[src/rtl/multicycle_ctrl_pkg.sv]
// Shared definitions for the multi-cycle RV64 phase sequencer:
// FSM state encoding, decoder branch_sel codes and the halt word.
package riscv_ctrl_pkg;

  // Controller states. HALT is absorbing until reset.
  typedef enum logic [2:0] {
    ST_IF   = 3'd0,
    ST_ID   = 3'd1,
    ST_EX   = 3'd2,
    ST_MEM  = 3'd3,
    ST_WB   = 3'd4,
    ST_HALT = 3'd5
  } state_t;

  // branch_sel codes produced by the decoder.
  localparam logic [2:0] BR_BEQ  = 3'd0;
  localparam logic [2:0] BR_BNE  = 3'd1;
  localparam logic [2:0] BR_BLT  = 3'd2;
  localparam logic [2:0] BR_BGE  = 3'd3;
  localparam logic [2:0] BR_NONE = 3'd7;

  // An all-zero instruction word stops the sequencer.
  localparam logic [31:0] HALT_INSTR = 32'h0000_0000;

  // One-hot phase bits presented to the datapath.
  localparam logic [4:0] PH_IF   = 5'b00001;
  localparam logic [4:0] PH_ID   = 5'b00010;
  localparam logic [4:0] PH_EX   = 5'b00100;
  localparam logic [4:0] PH_MEM  = 5'b01000;
  localparam logic [4:0] PH_WB   = 5'b10000;
  localparam logic [4:0] PH_NONE = 5'b00000;

  // Only the four real conditional-branch codes may redirect the PC;
  // codes 4..7 fall through even if the decoder raises branch.
  function automatic logic br_redirect(input logic branch, input logic [2:0] sel);
    return branch && (sel <= BR_BGE);
  endfunction

  // Map a controller state onto its one-hot phase vector.
  function automatic logic [4:0] phase_of(input state_t st);
    logic [4:0] ph;
    case (st)
      ST_IF:   ph = PH_IF;
      ST_ID:   ph = PH_ID;
      ST_EX:   ph = PH_EX;
      ST_MEM:  ph = PH_MEM;
      ST_WB:   ph = PH_WB;
      default: ph = PH_NONE;
    endcase
    return ph;
  endfunction

endpackage

[src/rtl/multicycle_ctrl_if.sv]
// Bus between the phase sequencer and the instruction memory, decoder
// and data memory. master = sequencer, slave = surrounding datapath.
interface multicycle_ctrl_if #(
  parameter int ADDR_W = 5
);

  logic [ADDR_W-1:0]   imem_addr;
  logic                imem_rd_en;
  logic [31:0]         imem_rdata;
  logic [31:0]         ir;
  logic [4:0]          phase;
  logic                branch;
  logic [2:0]          branch_sel;
  logic signed [63:0]  offset;
  logic                is_mem;
  logic                mem_req;
  logic                mem_ready;
  logic                halt;
  logic [31:0]         retired;

  modport master (
    output imem_addr, imem_rd_en, ir, phase, mem_req, halt, retired,
    input  imem_rdata, branch, branch_sel, offset, is_mem, mem_ready
  );

  modport slave (
    input  imem_addr, imem_rd_en, ir, phase, mem_req, halt, retired,
    output imem_rdata, branch, branch_sel, offset, is_mem, mem_ready
  );

endinterface

[src/rtl/multicycle_ctrl_pc_next.sv]
// Next-PC adder: either the sequential successor or the branch target.
// Arithmetic is modulo 2**ADDR_W, so a negative two's-complement offset
// only needs its low ADDR_W bits.
module pc_next_unit #(
  parameter int ADDR_W = 5
) (
  input  logic [ADDR_W-1:0]  pc,
  input  logic               taken,
  input  logic signed [63:0] offset,
  output logic [ADDR_W-1:0]  pc_next
);

  logic [ADDR_W-1:0] step;
  logic              unused_offset_hi;

  // Upper offset bits cannot influence a modulo-2**ADDR_W result.
  assign unused_offset_hi = ^offset[63:ADDR_W];

  // Select the increment and add with natural wrap.
  always_comb begin
    step    = taken ? offset[ADDR_W-1:0] : ADDR_W'(1);
    pc_next = pc + step;
  end

endmodule

[src/rtl/multicycle_ctrl.sv]
// Five-phase sequencer (IF, ID, EX, MEM, WB) for the multi-cycle core.
// Owns pc, ir, the latched branch decision and the retired counter;
// stalls in MEM on the data-memory handshake and stops on a zero word.
module multicycle_ctrl
  import riscv_ctrl_pkg::*;
#(
  parameter int IMEM_DEPTH = 32,
  parameter int ADDR_W     = 5
) (
  input  logic                clk,
  input  logic                rst,
  multicycle_ctrl_if.master   bus
);

  // The PC indexes the whole instruction memory with no spare codes.
  if (IMEM_DEPTH != (1 << ADDR_W)) begin : g_depth_check
    $error("multicycle_ctrl: IMEM_DEPTH must equal 2**ADDR_W");
  end

  state_t             state;
  logic [ADDR_W-1:0]  pc;
  logic [ADDR_W-1:0]  pc_next;
  logic [31:0]        ir;
  logic               taken;
  logic [31:0]        retired;
  logic               mem_done;

  // MEM completes on the handshake, or at once for non-memory ops.
  assign mem_done = !bus.is_mem || bus.mem_ready;

  pc_next_unit #(
    .ADDR_W (ADDR_W)
  ) u_pc_next (
    .pc      (pc),
    .taken   (taken),
    .offset  (bus.offset),
    .pc_next (pc_next)
  );

  // Phase FSM with pc, ir, taken and retired updates at their phase edges.
  always_ff @(posedge clk) begin
    if (rst) begin
      state   <= ST_IF;
      pc      <= '0;
      ir      <= '0;
      taken   <= 1'b0;
      retired <= '0;
    end else begin
      case (state)
        ST_IF: begin
          ir    <= bus.imem_rdata;
          state <= (bus.imem_rdata == HALT_INSTR) ? ST_HALT : ST_ID;
        end
        ST_ID: begin
          state <= ST_EX;
        end
        ST_EX: begin
          taken <= br_redirect(bus.branch, bus.branch_sel);
          state <= ST_MEM;
        end
        ST_MEM: begin
          if (mem_done) begin
            state <= ST_WB;
          end
        end
        ST_WB: begin
          pc      <= pc_next;
          retired <= retired + 32'd1;
          state   <= ST_IF;
        end
        ST_HALT: begin
          state <= ST_HALT;
        end
        default: begin
          state <= ST_IF;
        end
      endcase
    end
  end

  // Outputs decode directly from state and registers.
  assign bus.imem_addr  = pc;
  assign bus.imem_rd_en = (state == ST_IF);
  assign bus.ir         = ir;
  assign bus.phase      = phase_of(state);
  assign bus.mem_req    = (state == ST_MEM) && bus.is_mem;
  assign bus.halt       = (state == ST_HALT);
  assign bus.retired    = retired;

endmodule

[src/flat_wrapper.sv]
// flat-port wrapper written by rule: the top's interface ports become plain ports
module multicycle_ctrl_flat import riscv_ctrl_pkg::*;
#(
  parameter int IMEM_DEPTH = 32,
  parameter int ADDR_W     = 5
)
  (clk, rst, bus_imem_addr, bus_imem_rd_en, bus_ir, bus_phase, bus_mem_req, bus_halt, bus_retired, bus_imem_rdata, bus_branch, bus_branch_sel, bus_offset, bus_is_mem, bus_mem_ready);
  multicycle_ctrl_if #(.ADDR_W(ADDR_W)) bus_i ();
  input  logic clk;
  input  logic rst;
  output wire logic [$bits(bus_i.imem_addr)-1:0] bus_imem_addr;
  output wire logic [$bits(bus_i.imem_rd_en)-1:0] bus_imem_rd_en;
  output wire logic [$bits(bus_i.ir)-1:0] bus_ir;
  output wire logic [$bits(bus_i.phase)-1:0] bus_phase;
  output wire logic [$bits(bus_i.mem_req)-1:0] bus_mem_req;
  output wire logic [$bits(bus_i.halt)-1:0] bus_halt;
  output wire logic [$bits(bus_i.retired)-1:0] bus_retired;
  input wire logic [$bits(bus_i.imem_rdata)-1:0] bus_imem_rdata;
  input wire logic [$bits(bus_i.branch)-1:0] bus_branch;
  input wire logic [$bits(bus_i.branch_sel)-1:0] bus_branch_sel;
  input wire logic [$bits(bus_i.offset)-1:0] bus_offset;
  input wire logic [$bits(bus_i.is_mem)-1:0] bus_is_mem;
  input wire logic [$bits(bus_i.mem_ready)-1:0] bus_mem_ready;
  assign bus_imem_addr = bus_i.imem_addr;
  assign bus_imem_rd_en = bus_i.imem_rd_en;
  assign bus_ir = bus_i.ir;
  assign bus_phase = bus_i.phase;
  assign bus_mem_req = bus_i.mem_req;
  assign bus_halt = bus_i.halt;
  assign bus_retired = bus_i.retired;
  assign bus_i.imem_rdata = bus_imem_rdata;
  assign bus_i.branch = bus_branch;
  assign bus_i.branch_sel = bus_branch_sel;
  assign bus_i.offset = bus_offset;
  assign bus_i.is_mem = bus_is_mem;
  assign bus_i.mem_ready = bus_mem_ready;
  multicycle_ctrl #(.IMEM_DEPTH(IMEM_DEPTH), .ADDR_W(ADDR_W)) u_core (.clk(clk), .rst(rst), .bus(bus_i));
endmodule
[config.mk]
export PLATFORM = sky130hd
export DESIGN_NAME = multicycle_ctrl_flat
export DESIGN_NICKNAME = d
export VERILOG_FILES = /design/src/rtl/multicycle_ctrl_pkg.sv /design/src/rtl/multicycle_ctrl_if.sv /design/src/rtl/multicycle_ctrl_pc_next.sv /design/src/rtl/multicycle_ctrl.sv /design/src/flat_wrapper.sv
export SDC_FILE = /design/constraint.sdc
export NUM_CORES = 1
export LEC_CHECK = 0
export ABC_CLOCK_PERIOD_IN_PS = 2200
export CAP_MARGIN = 20
export CORE_UTILIZATION = 29
export CTS_CLUSTER_DIAMETER = 40
export DETAILED_ROUTE_END_ITERATION = 8
export PLACE_DENSITY = 0.6
export SYNTH_ARGS = -nofsm -noshare
export SYNTH_HDL_FRONTEND = slang
export SYNTH_HIERARCHICAL = 1
export SYNTH_SLANG_ARGS = --single-unit
[constraint.sdc]
create_clock -name clk -period 2.2 [get_ports clk]
set_input_delay 0.44 -clock clk [delete_from_list [all_inputs] [get_ports clk]]
set_output_delay 0.44 -clock clk [all_outputs]
set_load 0.05 [all_outputs]
==> metrics.md <==
| Metric | Value |
|---|---|
| Most Frequent Cell on Critical Path | `buf_4` |
| Max-slew violation count | `0` |
| WL final | `9400 µm` |
| Final period utilization | `0.965` |
| Setup ws final | `0.0780 ns` |
| Final global-route overflow total | `0` |
| Layout area overhead | `49.3%` |
| CTS tree | `yes` |
| CP max stage delay | `0.43 ns` |
| Max-cap violations | `0` |
| Die ar. | `12000 µm²` |
| Rel. slew slack | `0.621` |
| Clk pin slew, worst setup/hold paths | `0.06 ns` |
| Synth cell types | `43` |
| Design area | `5010 µm²` |
| Largest family of logic cells by synthesized area | `simple AND/OR/NAND/NOR gates` |
| I/O Pins | `181` |
| Startpoint Class | `flip-flop` |
| Post-DP HPWL | `6640 µm` |
| Initial antenna violation count | `0` |
| Placed inst area | `4710 µm²` |
| Setup slack, reg-to-reg | `0.17 ns` |
| DP Worst Slack | `-0.0645 ns` |
| Slowest cell on crit path | `or3_1` |
| Pre-antenna DRT Iters | `6` |
| Hold path depth | `2` |
| Final #Nets | `639` |
| Crit path cell chain | `buf_4 > or3_1 > clkinvlp_4 > buf_4` |
| Setup CP Type | `flip-flop to output pin` |
| CTS Buffer Depth | `2` |
| Final setup TNS | `0 ns` |
| Status | `complete, no violations` |
| Core area | `11100 µm²` |
| Synth warnings | `6` |
| Gpl congestion | `0.785` |
| Largest net degree at the start of global routing | `33` |
| Most frequent cells in the layout | `clkdlybuf4s50_1, nand2_1, dfxtp_1, a21oi_1, nor2_1` |
| DRT iter0 DRCs | `90` |
| Period minus WS final | `2.12 ns` |
| Row cnt | `38` |
| Pwr/cell area | `697 nW/µm²` |
| # DRC | `0` |
| Die H | `110 µm` |
| Clock sinks | `73` |
| IR drop worst, VDD | `0.000683 V` |
| Simple logic cell fraction of the synthesized area | `0.302` |
| Global-route wire length before repair | `15000 µm` |
| WP data arrival | `1.68 ns` |
| Max FO, Critical Path | `12` |
| Num CTS Buffers | `9` |
| Post-synth net total | `521` |
| Mux cell area share after synthesis | `0.0134` |
| Antenna Nets Post-Route | `0` |
| Worst Clk Skew | `0.00674 ns` |
| Sequential element share of the synthesized area | `0.435` |
| Cell area after synthesis | `3360 µm²` |
| # diodes | `0` |
| Post-synthesis compound-gate area fraction | `0.137` |
| Critical path capture point type | `output pin` |
| H-tree depth | `3` |
| Root buffer cell | `clkbuf_16` |
| Share of layout cells above drive strength 1 | `0.0974` |
| Vias/cell | `5.08` |
| Post-Syn Instances | `411` |
| Final setup violation count | `0` |
| Hold Crit Start | `u_core/bus.ir[18]` |
| Vias in the first global route | `3112` |
| Reg2Reg Depth | `5` |
| Vias | `3422` |
| Leak | `1.77 nW` |
| Adder-Cell Fraction of Synth Area | `0.0246` |
| Gr usage total | `0.163` |
| Initial Util | `0.303` |
| Syn Area/Cell | `8.16 µm²` |
| Reg2reg start | `u_core/state[1]` |
| Worst flop-to-flop path endpoint | `u_core/bus.retired[25]` |
| Clk_lat worst skew | `0.34 ns` |
| Most common cell after layout, fill and taps aside | `clkdlybuf4s50_1` |
| CP required | `1.76 ns` |
| Worst-Margin Slew | `0.567 ns` |
| Seq cells post-synth | `73` |
| Chip Width | `110 µm` |
| Worst min-delay path endpoint | `u_core/bus.ir[18]` |
| PortBufs | `119` |
| HP Class | `flip-flop to flip-flop` |
| Drt wl/cell | `14.0 µm` |
| Xor/xnor cell area share of the yosys netlist | `0.0365` |
| Hold Violations, Final | `0` |
| Max Fclk | `0.471 GHz` |
| Pwr Total | `3.49 mW` |
==> how the worst max path moves through the flow <==
stage,startpoint,end
6_report,u_core/state[2],bus_phase[0]
5_1_grt,u_core/state[2],bus_phase[0]
4_1_cts,u_core/state[2],bus_phase[0]
3_5_place_dp,bus_offset[0],u_core/bus.imem_addr[4]
3_3_place_gp,bus_offset[0],u_core/bus.imem_addr[4]
2_1_floorplan,u_core/bus.retired[2],u_core/bus.retired[29]
==> cell usage after synthesis (all sizes together) <==
master | number | area share
fa | 1 | 0.0060
xor2 | 5 | 0.013
nand4 | 14 | 0.035
nor4 | 12 | 0.022
inv | 9 | 0.010
or4b | 1 | 0.0030
a31oi | 2 | 0.0037
ha | 5 | 0.019
clkinv | 2 | 0.0060
nand3 | 10 | 0.016
xnor2 | 9 | 0.023
o41ai | 1 | 0.0026
mux2 | 4 | 0.013
and4 | 6 | 0.016
clkbuf | 19 | 0.021
or3b | 1 | 0.0026
and2 | 4 | 0.0075
o21ai | 4 | 0.0060
buf | 7 | 0.013
nor3b | 1 | 0.0022
and3 | 2 | 0.0037
nand3b | 3 | 0.0067
a21o | 2 | 0.0045
nor3 | 4 | 0.0060
a21oi | 58 | 0.089
nand2b | 4 | 0.0075
dfxtp | 73 | 0.44
nor2 | 23 | 0.026
nand2 | 88 | 0.098
nand4bb | 1 | 0.0034
or2b | 1 | 0.0022
or4 | 13 | 0.029
nor2b | 4 | 0.0075
o31a | 1 | 0.0026
or3 | 4 | 0.0075
o31ai | 13 | 0.029
==> power breakdown <==
group          total [mW]  internal [mW]  switching [mW]
combinational       0.726          0.266           0.460
sequential           1.42           1.39          0.0348
clock                1.34          0.760           0.584
total                3.49           2.41            1.08
==> metrics by stage <==
step,std cells,hold WS (ns),utilization
after floorplan,411,0.484,-
after global placement,655,0.441,0.425
after detailed placement,655,0.446,0.425
after CTS,671,0.454,0.450
after global routing,674,0.466,0.452
final,674,0.453,0.452
==> logic make-up (layout without fill, tap and decap cells) <==
family,after synthesis,in the layout
buffers and inverters,37,160
AOI/OAI and AO/OA,81,81
DFF,73,73
muxes,4,4
and+or+nand+nor,196,196
xor gates and xnor gates,14,14
adders and majority gates,6,6
==> flip-flops by register name, summed over array words and instances (netlist names) <==
register and cells:
u_core/bus.ir 32, u_core/bus.imem_addr 5, u_core/bus.retired 32, u_core/state 3
u_core/taken 1
==> layer usage <==
| metal | GRT usage | vias up | wire length [µm] |
|---|---|---|---|
| met4 | 0.0457 | 0 | 86 |
| met3 | 0.0877 | 6 | 901 |
| met5 | 0 | - | 0 |
| met1 | 0.191 | 1618 | 4030 |
| li1 | - | 1688 | - |
| met2 | 0.257 | 110 | 4380 |
==> layout make-up <==
cell class                      count  area, µm²
Fill cell                        1114       6070
Multi-Input combinational cell    301       1730
Sequential cell                    73       1460
Timing Repair Buffer              133       1320
Clock buffer                        9        225
Tap cell                          140        175
Inverter                           11       57.6
Clock inverter                      7       47.5
==> what timing repair did <==
| item | in CTS | in global routing |
|---|---|---|
| hold buffers | 0 | 0 |
| setup buffers | 0 | 3 |
| setup endpoints to repair | 0 | 2 |
| resized for setup | 0 | 1 |
==> critical path, delay by kind of cell, from the launching register on <==
| family | cells | cell delay (ns) |
|---|---|---|
| buf+inv | 3 | 0.61 |
| flops | 1 | 0.30 |
| simple gates | 1 | 0.43 |
(Power assumes the default switching activity.)
